===== config.mk =====
export PLATFORM = sky130hd
export DESIGN_NAME = sum_operand_loader
export DESIGN_NICKNAME = d
export VERILOG_FILES = /design/src/rtl/sum_operand_loader.sv
export SDC_FILE = /design/constraint.sdc
export NUM_CORES = 1
export LEC_CHECK = 0
export ABC_CLOCK_PERIOD_IN_PS = 2800
export CAP_MARGIN = 10
export CELL_PAD_IN_SITES_DETAIL_PLACEMENT = 1
export CELL_PAD_IN_SITES_GLOBAL_PLACEMENT = 2
export CORE_MARGIN = 1
export CORE_UTILIZATION = 30
export DETAILED_ROUTE_END_ITERATION = 10
export PLACE_DENSITY_LB_ADDON = 0.1
export REMOVE_ABC_BUFFERS = 1
export SLEW_MARGIN = 20
export SYNTH_ARGS = -nofsm -noshare
export SYNTH_HDL_FRONTEND = slang
export SYNTH_SLANG_ARGS = --single-unit

===== constraint.sdc =====
create_clock -name clk -period 2.8 [get_ports clk]
set_clock_uncertainty 0.2 [all_clocks]
set_input_delay 0.56 -clock clk [delete_from_list [all_inputs] [get_ports clk]]
set_output_delay 0.56 -clock clk [all_outputs]
set_load 0.02 [all_outputs]

===== src/rtl/sum_operand_loader.sv =====
// rtl/sum_operand_loader.sv - operand buffer, start/capture sequencer and result stream for the N-input summing core
module sum_operand_loader #(
  parameter int N  = 20,
  parameter int W  = 5,
  parameter int K  = 5,
  parameter int RW = 10
) (
  input  logic            clk,
  input  logic            rst,
  input  logic            in_valid,
  input  logic [W-1:0]    in_data,
  output logic            in_ready,
  output logic [N*W-1:0]  num_flat,
  output logic            sum_start,
  input  logic [RW-1:0]   sum_result,
  output logic            res_valid,
  output logic [RW-1:0]   res_data,
  output logic            res_err,
  input  logic            res_ready
);

  localparam int IW = (N > 1) ? $clog2(N) : 1;
  localparam int CW = (K > 1) ? $clog2(K) : 1;

  typedef enum logic [1:0] {FILL, RUN, OUT} state_t;

  state_t          state;
  logic [IW-1:0]   idx;
  logic [CW-1:0]   cnt;
  logic [RW-1:0]   acc;

  assign in_ready = (state == FILL);

  always_ff @(posedge clk) begin
    if (rst) begin
      state     <= FILL;
      idx       <= '0;
      cnt       <= '0;
      acc       <= '0;
      num_flat  <= '0;
      sum_start <= 1'b0;
      res_valid <= 1'b0;
      res_data  <= '0;
      res_err   <= 1'b0;
    end else begin
      case (state)
        FILL: begin
          if (in_valid) begin
            num_flat[int'(idx)*W +: W] <= in_data;
            acc <= acc + RW'(in_data);
            if (idx == IW'(N-1)) begin
              idx       <= '0;
              cnt       <= '0;
              sum_start <= 1'b1;
              state     <= RUN;
            end else begin
              idx <= idx + 1'b1;
            end
          end
        end
        RUN: begin
          // cnt==K-1 marks the edge on which the core's result is valid
          sum_start <= 1'b0;
          cnt       <= cnt + 1'b1;
          if (cnt == CW'(K-1)) begin
            res_data  <= sum_result;
            res_err   <= (sum_result != acc);
            res_valid <= 1'b1;
            state     <= OUT;
          end
        end
        OUT: begin
          if (res_ready) begin
            res_valid <= 1'b0;
            acc       <= '0;
            state     <= FILL;
          end
        end
        default: state <= FILL;
      endcase
    end
  end

endmodule

==> results by group <==
Synthesis
  • Synth area leader: dfxtp_1
  • Area contributors post-synth: dfxtp_1 (45%), mux2i_1 (13%), nand2b_1 (6.8%), nor2_1 (3.8%), o21ai_0 (3.0%)
  • Unique masters post-synth: 56
  • Yosys warning count: 0
  • Synthesized cell area: 5910 µm²
  • Number of synthesized flops with an enable pin: 0
  • Synth Instances: 633
  • Post-synthesis area per instance: 9.33 µm²
  • Sequential share of the synthesized area: 45.1%
  • Synth top area share: 45.1%
  • Main synth FF type: dfxtp_1
  • Ys async rst share: 0%
  • #FFs+latches synth: 133

Routing
  • DR vias/cell: approximately 4.8
  • Average wire per standard cell: 16.9 µm
  • Antenna viol nets, final: 0
  • DRC: 0
  • DR iter-0 viols: 135
  • Routed vias: roughly 5000
  • Total Wirelength: 17.7 mm
  • Pre-Repair DR Iteration Count: 4

Clock network
  • CTS H-tree depth: 4
  • Cts bufs inserted: 17
  • Clock slew at reported path FFs: 0.06 ns
  • Clock Sinks: 133
  • Clock Latency Late Sink: about 0.42 ns
  • CTS Buffer Depth: 2
  • Root Buffer: clkbuf_16
  • Post-CTS setup buffers: 0
  • TritonCTS clock tree: built

Min path
  • Worst Hold Launch: res_data[3]$_SDFFE_PP0P_
  • Hold Crit Depth: 2
  • Hold Crit Class: flop to flop

Cells and area
  • Highest-count cells in the layout ignoring fill and taps: dfxtp_1 (133), clkdlybuf4s50_1 (131), mux2i_1 (75)
  • Fraction of layout cells with a size suffix above 1: 11.3%
  • Post-route design area: approximately 8300 µm²
  • Most common cell after layout, fill and taps aside: dfxtp_1
  • Final Non-Filler Cells: ~1100
  • ANT cells: 0
  • Nets: 808
  • Area grow syn2layout: 40.6%

Worst setup path
  • Worst Setup SP: idx[0]$_SDFFE_PP0P_
  • Crit path max fanout: 10
  • Cell Chain, Critical Path: inv_1 -> ha_2 -> nor4bb_1 -> buf_4 -> nand2_1 -> nand3_2 -> and4_1 -> mux2i_1
  • Worst Reg-to-Reg Cells: 8
  • Buffer and inverter count on the worst path: 2
  • Arrival @ worst endpoint: about 2.7 ns
  • CP required: 2.94 ns
  • Critical path class: flop to flop
  • Critical-path top delay cell: nor4bb_1
  • Crit path max-delay family: simple AND/OR/NAND/NOR gates
  • Setup slack, reg-to-reg: between 0.2 and 0.25 ns
  • Critical Path Sink Type: flop
  • Critical path depth: 8
  • CP peak stage delay: between 0.4 and 0.5 ns
  • R2r startpoint: idx[0]$_SDFFE_PP0P_
  • Startpoint types: flop

Floorplanning
  • Die Y: 142 µm
  • Num ports: 133
  • Rows: 50
  • Die Width: 142 µm
  • Die area: roughly 20000 µm²
  • Initial core utilization: 31.1%
  • Core area: 19000 µm²

Pwr
  • Comb power frac: 7.7%
  • Overall Power: 4780 µW
  • Net Switching: 1120 µW
  • Pwr dens: 575 nW/µm²
  • Peak supply drop: 0.445 mV
  • Internal: 3660 µW
  • Clock Power Share: around 52%
  • Sequential Power Share: 40.3%
  • Sw frac: a little under a quarter
  • P_leak: 0.00328 µW

Placed design
  • Placed cell area: 7650 µm²
  • Routability cong.: 0.827
  • Port bufs: 132
  • Placed cells: 1019
  • Post-DP HPWL: roughly 13 mm

Outcome
  • Status: completed

STA
  • Relative slew slack: 49.9%
  • Final critical-path required period: 2.59 ns
  • Final Hold Fails: 0
  • Setup TNS: 0 ns
  • Max Slew Vio Count: 0
  • Worst Max-Slew Pin Slew: 0.748 ns
  • Hold Slack: 0.255 ns
  • Fmax: about 0.39 GHz
  • Unrepaired setup endpoints after global routing: no
  • # setup viols final: 0
  • Tcrit/Tclk final: 92.4%

Global routing
  • Total GRT Usage: 18.4%
  • First-pass GRT wire length: 28.7 mm
  • Initial antenna violation count: 0
  • Largest net degree at the start of global routing: 41
  • Total gr overflow: 0
  • Vias in the first global route: 5300

Run
  • # Max-Cap Violations: 0
-- Yosys cell counts (2+ instances only) --
cell type,n
nand3_1,17
a21o_1,2
a21oi_2,2
o211ai_2,2
buf_2,8
o2111ai_1,3
nand2b_1,64
nor4bb_1,2
a211o_1,2
nand2_1,40
dfxtp_1,133
a32oi_1,2
nor3_1,9
a21oi_1,24
and2_0,2
nor4_1,2
buf_6,2
and3_1,8
mux2i_1,75
nor2_1,60
nor3b_1,2
xnor2_1,7
nor2b_1,4
or2_2,5
nand3_2,5
nand3b_1,16
o21ai_0,36
and2_1,4
inv_1,12
o211ai_1,5
a22oi_1,2
a211oi_1,4
xor2_1,11
clkbuf_1,28
nand4_1,3
ha_1,10
-- path summary, 6_finish.rpt --
path	end
worst max-delay path	num_flat[66]$_SDFFE_PP0P_
worst min-delay path	res_data[3]$_SDFFE_PP0P_
worst max register to register	num_flat[66]$_SDFFE_PP0P_
worst min register to register	res_data[3]$_SDFFE_PP0P_
-- state kept, by name, summed over array words and instances (netlist names) --
register / flops
state: 2
sum_start: 1
acc: 10
res_data: 10
res_err: 1
idx: 5
num_flat: 100
cnt: 3
res_valid: 1
-- metal layers --
metal | vias to the layer above | share of wire, % | global-route usage [%]
met3 | 21 | 4.4 | 4.54
met5 | - | 0 | 0
met1 | 2432 | 45 | 22.8
met2 | 100 | 49 | 30.7
li1 | 2468 | - | -
met4 | 0 | 1.5 | 6.73
-- stage by stage --
step                      setup slack (ns)  util, %
after global placement             0.00671     40.3
after detailed placement           -0.0229     40.3
after floorplan                      0.160        -
after CTS                            0.110     43.7
after global routing                0.0371     43.7
final                                0.213     43.7
-- worst min-delay path: stages (launching register included) --
cell	delay (ns)
dfxtp_1	0.31
nand2_1	0.05
a21oi_1	0.05
-- logic make-up after synthesis --
| family | Yosys count | share of synthesized area (%) |
|---|---|---|
| AND/OR/NAND/NOR | 250 | 22.9 |
| flip-flops | 133 | 45.1 |
| AO/OA/AOI/OAI | 96 | 10.6 |
| multiplexers | 75 | 12.7 |
| buffers and inverters | 50 | 3.60 |
| XOR/XNOR | 18 | 2.67 |
| adder cells (fa/ha/maj) | 11 | 2.46 |
-- power by group through the flow --
| stage | clock network, µW | registers [µW] | logic, µW |
|---|---|---|---|
| global route | 2630 | 1930 | 405 |
| finish | 2480 | 1920 | 369 |
| detailed placement | 0 | 1970 | 372 |
| global placement | 0 | 1970 | 366 |
| floorplan | 0 | 1970 | 180 |
| CTS | 2550 | 1920 | 374 |
-- cell type report --
type / instances / area [µm²]
clock buffers: 17 / 425
fillers: 2212 / 10700
repair buffers: 164 / 1580
clock inverters: 14 / 224
flip-flops and latches: 133 / 2660
inverters: 12 / 45.0
well taps: 260 / 325
multi-input cells: 450 / 3040
-- repair_timing --
item | 4_1_cts | 5_1_grt
endpoints found under the setup margin | 0 | 16
resized for setup | 0 | 2
hold buffers | 0 | 0
Power figures use the tool's default switching activity.
